<file path="config.mk">
export PLATFORM = sky130hd
export DESIGN_NAME = mdio_master_flat
export DESIGN_NICKNAME = d
export VERILOG_FILES = /design/src/rtl/mdio_master_if.sv /design/src/rtl/mdio_master.sv /design/src/flat_wrapper.sv
export SDC_FILE = /design/constraint.sdc
export NUM_CORES = 1
export LEC_CHECK = 0
export CORE_MARGIN = 3
export CORE_UTILIZATION = 50
export DETAILED_ROUTE_END_ITERATION = 10
export PLACE_DENSITY_LB_ADDON = 0.1
export SLEW_MARGIN = 40
export SYNTH_ARGS = -nofsm -noshare
export SYNTH_HDL_FRONTEND = slang
export SYNTH_SLANG_ARGS = --single-unit
</file>
<file path="constraint.sdc">
create_clock -name clk_200m -period 2.2 [get_ports clk_200m]
set_input_delay 0.55 -clock clk_200m [delete_from_list [all_inputs] [get_ports clk_200m]]
set_output_delay 0.55 -clock clk_200m [all_outputs]
set_load 0.1 [all_outputs]
</file>
<file path="src/rtl/mdio_master_if.sv">
// Command/response bus between a register requester and the MDIO management station.
// The requester uses the master modport and mdio_master uses the slave modport.
interface mdio_master_if;
   logic        cmd_valid;
   logic        cmd_ready;
   logic        cmd_write;
   logic [4:0]  cmd_phy_addr;
   logic [4:0]  cmd_reg_addr;
   logic [15:0] cmd_wdata;
   logic        rsp_valid;
   logic [15:0] rsp_rdata;
   logic        rsp_err;

   modport master (
      output cmd_valid, cmd_write, cmd_phy_addr, cmd_reg_addr, cmd_wdata,
      input  cmd_ready, rsp_valid, rsp_rdata, rsp_err
   );

   modport slave (
      input  cmd_valid, cmd_write, cmd_phy_addr, cmd_reg_addr, cmd_wdata,
      output cmd_ready, rsp_valid, rsp_rdata, rsp_err
   );
endinterface

</file>
<file path="src/rtl/mdio_master.sv">
// Clause-22 MDIO management station: turns one register command into an MDC/MDIO frame.
// It returns read data and a no-responder flag, with a one-cycle rsp_valid per frame.
module mdio_master #(
   parameter int MDC_HALF     = 40,
   parameter int PREAMBLE_LEN = 32
) (
   input  logic         clk_200m,
   input  logic         rstn_200m,
   mdio_master_if.slave cmd_bus,
   output logic         mdc,
   output logic         mdio_out,
   output logic         mdio_oen,
   input  logic         mdio_in
);

   localparam int DIV_W = $clog2(2 * MDC_HALF);
   localparam logic [DIV_W-1:0] DIV_LAST    = DIV_W'(2 * MDC_HALF - 1);
   localparam logic [DIV_W-1:0] DIV_RISE    = DIV_W'(MDC_HALF);
   localparam logic [DIV_W-1:0] DIV_RISE_M1 = DIV_W'(MDC_HALF - 1);
   localparam logic [5:0]       PRE_LAST    = (PREAMBLE_LEN == 0) ? 6'd0 : 6'(PREAMBLE_LEN - 1);

   localparam logic [2:0] ST_IDLE = 3'd0;
   localparam logic [2:0] ST_PRE  = 3'd1;
   localparam logic [2:0] ST_HDR  = 3'd2;
   localparam logic [2:0] ST_TA   = 3'd3;
   localparam logic [2:0] ST_DATA = 3'd4;
   localparam logic [2:0] ST_DONE = 3'd5;

   logic [2:0]       state;
   logic [DIV_W-1:0] div_cnt;
   logic [5:0]       bit_cnt;
   logic [31:0]      tx_sr;     // tx_sr[31] is the bit on the wire during HDR/TA/DATA
   logic [15:0]      rx_sr;
   logic             is_read;
   logic             ta_err;

   logic [2:0]  nxt_state;
   logic [5:0]  nxt_bit_cnt;
   logic        nxt_drive;
   logic        nxt_release;
   logic        shift_en;
   logic [31:0] cmd_frame;

   assign cmd_bus.cmd_ready = (state == ST_IDLE);

   // Reads load TA and data as ones so the shifter matches the released (pulled-up) line.
   assign cmd_frame = {2'b01,
                       cmd_bus.cmd_write ? 2'b01 : 2'b10,
                       cmd_bus.cmd_phy_addr,
                       cmd_bus.cmd_reg_addr,
                       cmd_bus.cmd_write ? 2'b10 : 2'b11,
                       cmd_bus.cmd_write ? cmd_bus.cmd_wdata : 16'hFFFF};

   // Decide what the next bit is, evaluated only when the current bit ends.
   always_comb begin
      // NOTE: every output of this block gets a default first so no latch is inferred.
      nxt_state   = state;
      nxt_bit_cnt = bit_cnt + 6'd1;
      nxt_drive   = tx_sr[30];
      shift_en    = 1'b1;
      case (state)
         ST_PRE: begin
            shift_en  = 1'b0;
            nxt_drive = 1'b1;
            if (bit_cnt == PRE_LAST) begin
               nxt_state   = ST_HDR;
               nxt_bit_cnt = 6'd0;
               nxt_drive   = tx_sr[31];
            end
         end
         ST_HDR: begin
            if (bit_cnt == 6'd13) begin
               nxt_state   = ST_TA;
               nxt_bit_cnt = 6'd0;
            end
         end
         ST_TA: begin
            if (bit_cnt == 6'd1) begin
               nxt_state   = ST_DATA;
               nxt_bit_cnt = 6'd0;
            end
         end
         ST_DATA: begin
            if (bit_cnt == 6'd15) begin
               nxt_state   = ST_DONE;
               nxt_bit_cnt = 6'd0;
            end
         end
         default: begin
            shift_en  = 1'b0;
            nxt_drive = 1'b1;
         end
      endcase
      nxt_release = (nxt_state == ST_DONE) ||
                    (is_read && ((nxt_state == ST_TA) || (nxt_state == ST_DATA)));
   end

   always_ff @(posedge clk_200m or negedge rstn_200m) begin
      if (!rstn_200m) begin
         state             <= ST_IDLE;
         div_cnt           <= '0;
         bit_cnt           <= 6'd0;
         tx_sr             <= 32'd0;
         rx_sr             <= 16'd0;
         is_read           <= 1'b0;
         ta_err            <= 1'b0;
         mdc               <= 1'b0;
         mdio_out          <= 1'b1;
         mdio_oen          <= 1'b1;
         cmd_bus.rsp_valid <= 1'b0;
         cmd_bus.rsp_rdata <= 16'd0;
         cmd_bus.rsp_err   <= 1'b0;
      end else begin
         // NOTE: non-blocking assignments so every register sees pre-edge values.
         cmd_bus.rsp_valid <= 1'b0;
         case (state)
            ST_IDLE: begin
               mdc <= 1'b0;
               if (cmd_bus.cmd_valid) begin
                  tx_sr    <= cmd_frame;
                  is_read  <= !cmd_bus.cmd_write;
                  ta_err   <= 1'b0;
                  div_cnt  <= '0;
                  bit_cnt  <= 6'd0;
                  mdio_oen <= 1'b0;
                  if (PREAMBLE_LEN == 0) begin
                     state    <= ST_HDR;
                     mdio_out <= cmd_frame[31];
                  end else begin
                     state    <= ST_PRE;
                     mdio_out <= 1'b1;
                  end
               end
            end
            ST_DONE: begin
               state <= ST_IDLE;
            end
            default: begin
               // Sample on the first cycle of the MDC high phase.
               if (is_read && (div_cnt == DIV_RISE)) begin
                  if ((state == ST_TA) && (bit_cnt == 6'd1))
                     ta_err <= mdio_in;
                  if (state == ST_DATA)
                     rx_sr <= {rx_sr[14:0], mdio_in};
               end
               if (div_cnt == DIV_LAST) begin
                  div_cnt  <= '0;
                  mdc      <= 1'b0;
                  state    <= nxt_state;
                  bit_cnt  <= nxt_bit_cnt;
                  mdio_oen <= nxt_release;
                  mdio_out <= nxt_release | nxt_drive;
                  if (shift_en)
                     tx_sr <= {tx_sr[30:0], 1'b0};
                  if (nxt_state == ST_DONE) begin
                     cmd_bus.rsp_valid <= 1'b1;
                     if (is_read) begin
                        cmd_bus.rsp_rdata <= rx_sr;
                        cmd_bus.rsp_err   <= ta_err;
                     end else begin
                        cmd_bus.rsp_err   <= 1'b0;
                     end
                  end
               end else begin
                  div_cnt <= div_cnt + 1'b1;
                  if (div_cnt == DIV_RISE_M1)
                     mdc <= 1'b1;
               end
            end
         endcase
      end
   end

endmodule

</file>
<file path="src/flat_wrapper.sv">
// flat-port wrapper written by rule: the top's interface ports become plain ports
module mdio_master_flat 
#(
   parameter int MDC_HALF     = 40,
   parameter int PREAMBLE_LEN = 32
)
  (clk_200m, rstn_200m, mdc, mdio_out, mdio_oen, mdio_in, cmd_bus_cmd_valid, cmd_bus_cmd_write, cmd_bus_cmd_phy_addr, cmd_bus_cmd_reg_addr, cmd_bus_cmd_wdata, cmd_bus_cmd_ready, cmd_bus_rsp_valid, cmd_bus_rsp_rdata, cmd_bus_rsp_err);
  mdio_master_if cmd_bus_i ();
  input  logic clk_200m;
  input  logic rstn_200m;
  output logic mdc;
  output logic mdio_out;
  output logic mdio_oen;
  input  logic mdio_in;
  input wire logic [$bits(cmd_bus_i.cmd_valid)-1:0] cmd_bus_cmd_valid;
  input wire logic [$bits(cmd_bus_i.cmd_write)-1:0] cmd_bus_cmd_write;
  input wire logic [$bits(cmd_bus_i.cmd_phy_addr)-1:0] cmd_bus_cmd_phy_addr;
  input wire logic [$bits(cmd_bus_i.cmd_reg_addr)-1:0] cmd_bus_cmd_reg_addr;
  input wire logic [$bits(cmd_bus_i.cmd_wdata)-1:0] cmd_bus_cmd_wdata;
  output wire logic [$bits(cmd_bus_i.cmd_ready)-1:0] cmd_bus_cmd_ready;
  output wire logic [$bits(cmd_bus_i.rsp_valid)-1:0] cmd_bus_rsp_valid;
  output wire logic [$bits(cmd_bus_i.rsp_rdata)-1:0] cmd_bus_rsp_rdata;
  output wire logic [$bits(cmd_bus_i.rsp_err)-1:0] cmd_bus_rsp_err;
  assign cmd_bus_i.cmd_valid = cmd_bus_cmd_valid;
  assign cmd_bus_i.cmd_write = cmd_bus_cmd_write;
  assign cmd_bus_i.cmd_phy_addr = cmd_bus_cmd_phy_addr;
  assign cmd_bus_i.cmd_reg_addr = cmd_bus_cmd_reg_addr;
  assign cmd_bus_i.cmd_wdata = cmd_bus_cmd_wdata;
  assign cmd_bus_cmd_ready = cmd_bus_i.cmd_ready;
  assign cmd_bus_rsp_valid = cmd_bus_i.rsp_valid;
  assign cmd_bus_rsp_rdata = cmd_bus_i.rsp_rdata;
  assign cmd_bus_rsp_err = cmd_bus_i.rsp_err;
  mdio_master #(.MDC_HALF(MDC_HALF), .PREAMBLE_LEN(PREAMBLE_LEN)) u_core (.clk_200m(clk_200m), .rstn_200m(rstn_200m), .cmd_bus(cmd_bus_i), .mdc(mdc), .mdio_out(mdio_out), .mdio_oen(mdio_oen), .mdio_in(mdio_in));
endmodule
</file>
* Word-level counts from Yosys, hierarchy flattened
Index checks and enable logic that the tools add are counted.
** Operators by class
- Add/sub/neg operators :: 2
- Equality and inequality tests :: 16
- Mux-type cells :: 45
- Bitwise operators :: 3
- Reductions and logical operators :: 25
** Operator list (number)
- $mux 32 :: 3
- $pmux 32 s2 :: 1
- $mux 6 :: 6
- $pmux 6 s4 :: 1
- $mux 3 :: 6
- $mux 16 :: 1
- $mux 1 :: 15
- $eq 7x6->1 const B :: 2
- $mux 7 :: 2
- $pmux 7 s2 :: 1
- $eq 3x3->1 const B :: 4
- $eq 6x4->1 const B :: 2
- $pmux 3 s4 :: 1
- $pmux 6 s2 :: 1
- $reduce_and 4->1 :: 3
- $pmux 1 s2 :: 5
- $eq 3x2->1 const B :: 3
- $reduce_and 3->1 :: 3
- $reduce_and 2->1 :: 4
- $reduce_bool 2->1 :: 4
- $add 7x1->7 const B :: 1
- $eq 7x7->1 const B :: 1
- $add 6x1->6 const B :: 1
- $eq 6x1->1 const B :: 1
- 14 further kinds :: 19
** Storage, ports and cells
- Register bits :: 87
- Bits of input ports :: 31
- Output and inout port bits :: 22

* Logic depth before layout (Yosys ltp)
- Depth in word-level cells :: 10
- Depth in mapped cells :: 9

* Worst setup path before layout
OpenSTA, ideal clock, no wires.
- Path kind :: reg-to-output
- From :: register u_core.state[0]
- To :: output port cmd_bus_cmd_ready
- Arrival :: 1.982 ns
- Data required time :: 1.650 ns
- Slack :: -0.332 ns
- Cell stages (with the launch flop) :: 5
- Buffers on the path :: 2
- Cell sequence :: dfrtp_1 -> or3_1 -> buf_2 -> inv_6 -> clkbuf_1
** On the way
- Longest elaborated chain between the ends :: 1
** Ends and longest elaborated chain
- start, declared :: line mdio_master.sv:29 : logic [2:0] state;
- start signal, assigned :: line mdio_master.sv:149 : state <= nxt_state;
- $logic_not 3->1 :: line mdio_master.sv:44 : assign cmd_bus.cmd_ready = (state == ST_IDLE);
- end, declared :: line flat_wrapper.sv:20 : output wire logic [$bits(cmd_bus_i.cmd_ready)-1:0] cmd_bus_cmd_ready;
No other way between the ends.

* Worst setup path in the final report
Same ends and word-level chain as after synthesis.

==> impl_metrics.csv <==
group,metric,value,unit
clocking,cts_tree,"built",
timing,setup_viol,0,
clocking,cts_setup_buffers,0,
clocking,clk_latency,360,ps
timing,period_minus_slack,2130,ps
power,ir_drop,433,uV
place,port_buffers,52,
logic_synthesis,synth-edff-count,0,
die,die_width,98.6,um
global_routing,antenna_found_initial,0,
logic_synthesis,muxShareOfSynthArea,11.2,%
global_routing,overflow,0,
detailed_routing,drtAntennaViolNets,0,
die,die_h,98.6,um
worst_setup_path,cp_cell_sequence,"or3_4 -> buf_4 -> clkinv_8 -> buf_12",
layout,drive_gt1_share,24.6,%
run_status,run_status,"completed",
timing,timing.final.hold_violations,0,
timing,timing.final.ws_setup,69.9,ps
detailed_routing,wire_per_inst,14.8,um
timing,rsz0062_at_grt,"false",
layout,fin_cells,564,
worst_setup_path,crit_path_max_fanout,9,
place,dp_cells,548,
worst_setup_path,crit_type,"register to output pin",
logic_synthesis,synth-compound-area-share,15.2,%
detailed_routing,drt-total-wl,8340,um
place,place_ws,49.0,ps
layout,diodes,0,
clocking,numCtsBuffers,9,
worst_setup_path,cp-startpoint,"u_core.state[0]",
timing,fmax,0.469,GHz
die,die_area,0.00972,mm^2
logic_synthesis,synthTopCellsByArea,"dfrtp_1 (50%), mux2_2 (6.0%), nand2_1 (4.2%)",
place,dp_hpwl,5970,um
logic_synthesis,ys_seq_area_share,50.9,%
die,boundaryPins,53,
timing,period_share,96.8,%
detailed_routing,viasPerCell,5.43,
timing,clock_skew,9.63,ps
global_routing,grt_pass1_wl,14300,um
timing,timing.setup.tns,0,ps
logic_synthesis,synth_ff_type,"dfrtp_1",
die,start_util,51.9,%
detailed_routing,vias,3061,
timing,worst_pin_slew,812,ps
logic_synthesis,synthCells,394,
worst_setup_path,start_kind,"register",
worst_setup_path,crit_required,1650,ps
logic_synthesis,synth_fp_nets,429,
clocking,clock_path_buffers,2,
logic_synthesis,yosysTopAreaCell,"dfrtp_1",
worst_setup_path,cp_top_family,"buffers and inverters",
die,rows,33,
layout,area_growth,20.0,%
die,design.core.area,0.00826,mm^2
worst_setup_path,crit_path_max_incr_delay,400,ps
worst_hold_path,hp-class,"input port to async pin",
worst_setup_path,worst_setup_path_end_kind,"output pin",
clocking,clock_sinks,87,
logic_synthesis,synth-seq-cells,87,
worst_setup_path,regToRegStartpoint,"u_core.state[0]",
job,drv_cap,0,
worst_setup_path,worst-path-buf-inv,3,
global_routing,grt_max_degree,50,
global_routing,grt_pass1_vias,2950,
logic_synthesis,synth-adder-area-share,1.17,%
clocking,cts-root-buf,"clkbuf_8",
logic_synthesis,yosys.area_share.simple,16.5,%
logic_synthesis,syn_avg_cell_area,10.9,um^2
clocking,path_clk_slew,90,ps
logic_synthesis,synth_top_family_by_area,"simple AND/OR/NAND/NOR gates",
clocking,htreeDepth,3,
worst_setup_path,cp_data_arrival_time,1580,ps
logic_synthesis,async_reset_ff_share,100,%
detailed_routing,drtIter0Drc,223,
logic_synthesis,ys_warn_count,0,
timing,slew_headroom,45.3,%
detailed_routing,drc,0,
power,power_density,751,mW/mm^2
logic_synthesis,synth.top_cell.area_share,49.6,%
power,leakage,2.35,nW
logic_synthesis,synth.distinct_cells,61,
logic_synthesis,synth-xor-area-share,0,%
global_routing,track_usage,18.1,%
logic_synthesis,synth_area,0.00429,mm^2
timing,slew_violations,0,
layout,fillers,709,
worst_setup_path,critical_path.slowest_cell,"or3_4",
place,routabilityCongestion,0.858,
layout,num-nets-final,489,
detailed_routing,drt_first_pass_iters,4,
## flip-flops by register name, summed over array words and instances (netlist names)
register / count
u_core.bit_cnt: 6
u_core.cmd_bus.rsp_err: 1
u_core.cmd_bus.rsp_rdata: 16
u_core.cmd_bus.rsp_valid: 1
u_core.div_cnt: 7
u_core.is_read: 1
u_core.mdc: 1
u_core.mdio_oen: 1
u_core.mdio_out: 1
u_core.rx_sr: 16
u_core.state: 3
u_core.ta_err: 1
u_core.tx_sr: 32
## per-layer routing
metal | vias up | wire [um] | global-route usage, %
li1 | 1515 | - | -
met1 | 1472 | 3850 | 25.1
met2 | 66 | 4010 | 28.2
met3 | 8 | 394 | 3.82
met4 | 0 | 94 | 6.41
met5 | - | 0 | 0
## cells by family (layout without fill, tap and decap cells)
logic type               Yosys count  count (layout)
AO/OA/AOI/OAI                    102             102
adder cells (fa/ha/maj)            4               4
AND/OR/NAND/NOR                  125             125
multiplexers                      44              44
buffers and inverters             32              97
flip-flops                        87              87
## what timing repair did
item / in CTS / in global routing
resized for setup: 2 / 1
endpoints found under the setup margin: 1 / 1
hold buffers: 0 / 0
## worst paths after layout
check	to	slack [ps]	cells after the start
worst max-delay path	cmd_bus_cmd_ready	70	4
worst min-delay path	u_core.bit_cnt[0]	170	1
worst max register to register	u_core.div_cnt[3]	180	5
worst min register to register	u_core.tx_sr[22]	490	2
max in group asynchronous	u_core.cmd_bus.rsp_rdata[1]	1440	2
min in group clk_200m	u_core.tx_sr[22]	490	2
## area by class of cell
class / instances / area [um^2] / share of cell area (%)
sequential: 87 / 2180 / 42.4
timing repair buffer: 73 / 683 / 13.3
inverter: 8 / 42.5 / 0.827
clock inverter: 7 / 86.3 / 1.68
clock buffer: 9 / 124 / 2.41
tap: 105 / 131 / 2.55
multi-input combinational: 275 / 1900 / 36.9
## power breakdown
group	internal [mW]	total (mW)	switching [mW]
Sequential	1.78	1.96	0.177
Clock	0.553	1.19	0.634
Combinational	0.310	0.718	0.409
Total	2.64	3.86	1.22
## cell usage in the layout (no fill, tap or decap), types with 6 or more instances in the layout
| master | n |
|---|---|
| o21ai_0 | 32 |
| or3_1 | 20 |
| mux2i_1 | 11 |
| dfrtp_1 | 85 |
| mux2_2 | 23 |
| a21oi_1 | 12 |
| o21ai_1 | 20 |
| clkbuf_8 | 9 |
| nor2_1 | 13 |
| clkdlybuf4s50_1 | 29 |
| inv_1 | 7 |
| mux2_1 | 10 |
| nand2_1 | 48 |
| buf_4 | 39 |
| o21ai_2 | 11 |
| nand3_1 | 6 |
## synthesized netlist by cell type (2+ instances only)
cell type / instances
dfrtp_1: 85
o31ai_1: 3
nand2b_1: 3
a22oi_1: 2
clkbuf_1: 5
buf_6: 10
mux2i_1: 11
buf_4: 2
o21ai_2: 11
a22o_1: 3
o22ai_1: 3
or3_1: 21
o21ai_1: 20
nor3b_1: 3
ha_1: 4
o21ai_0: 32
nand2_1: 48
nand3b_1: 2
buf_2: 7
a21oi_1: 12
nand3_1: 6
nor2_1: 13
a31oi_1: 5
inv_1: 7
a211o_1: 2
dfstp_2: 2
mux2_1: 10
and2_1: 3
nor3_1: 5
mux2_2: 23
## worst reg2reg max path: stages (launching register included)
cell	delay [ps]
dfrtp_1	390
or3_4	400
o21ai_0	650
buf_4	250
o21ai_0	100
a21oi_1	160
## per-stage QoR
step	utilization [%]	cell area [um^2]	power [mW]	hold slack, ps
3_3_place_gp	59.6	4920	2.67	461
4_1_cts	62.2	5140	3.91	177
6_report	62.3	5140	3.86	173
3_5_place_dp	59.6	4920	2.71	462
5_1_grt	62.3	5140	4.08	215
2_1_floorplan	-	4290	2.42	254
(Power assumes the default switching activity.)
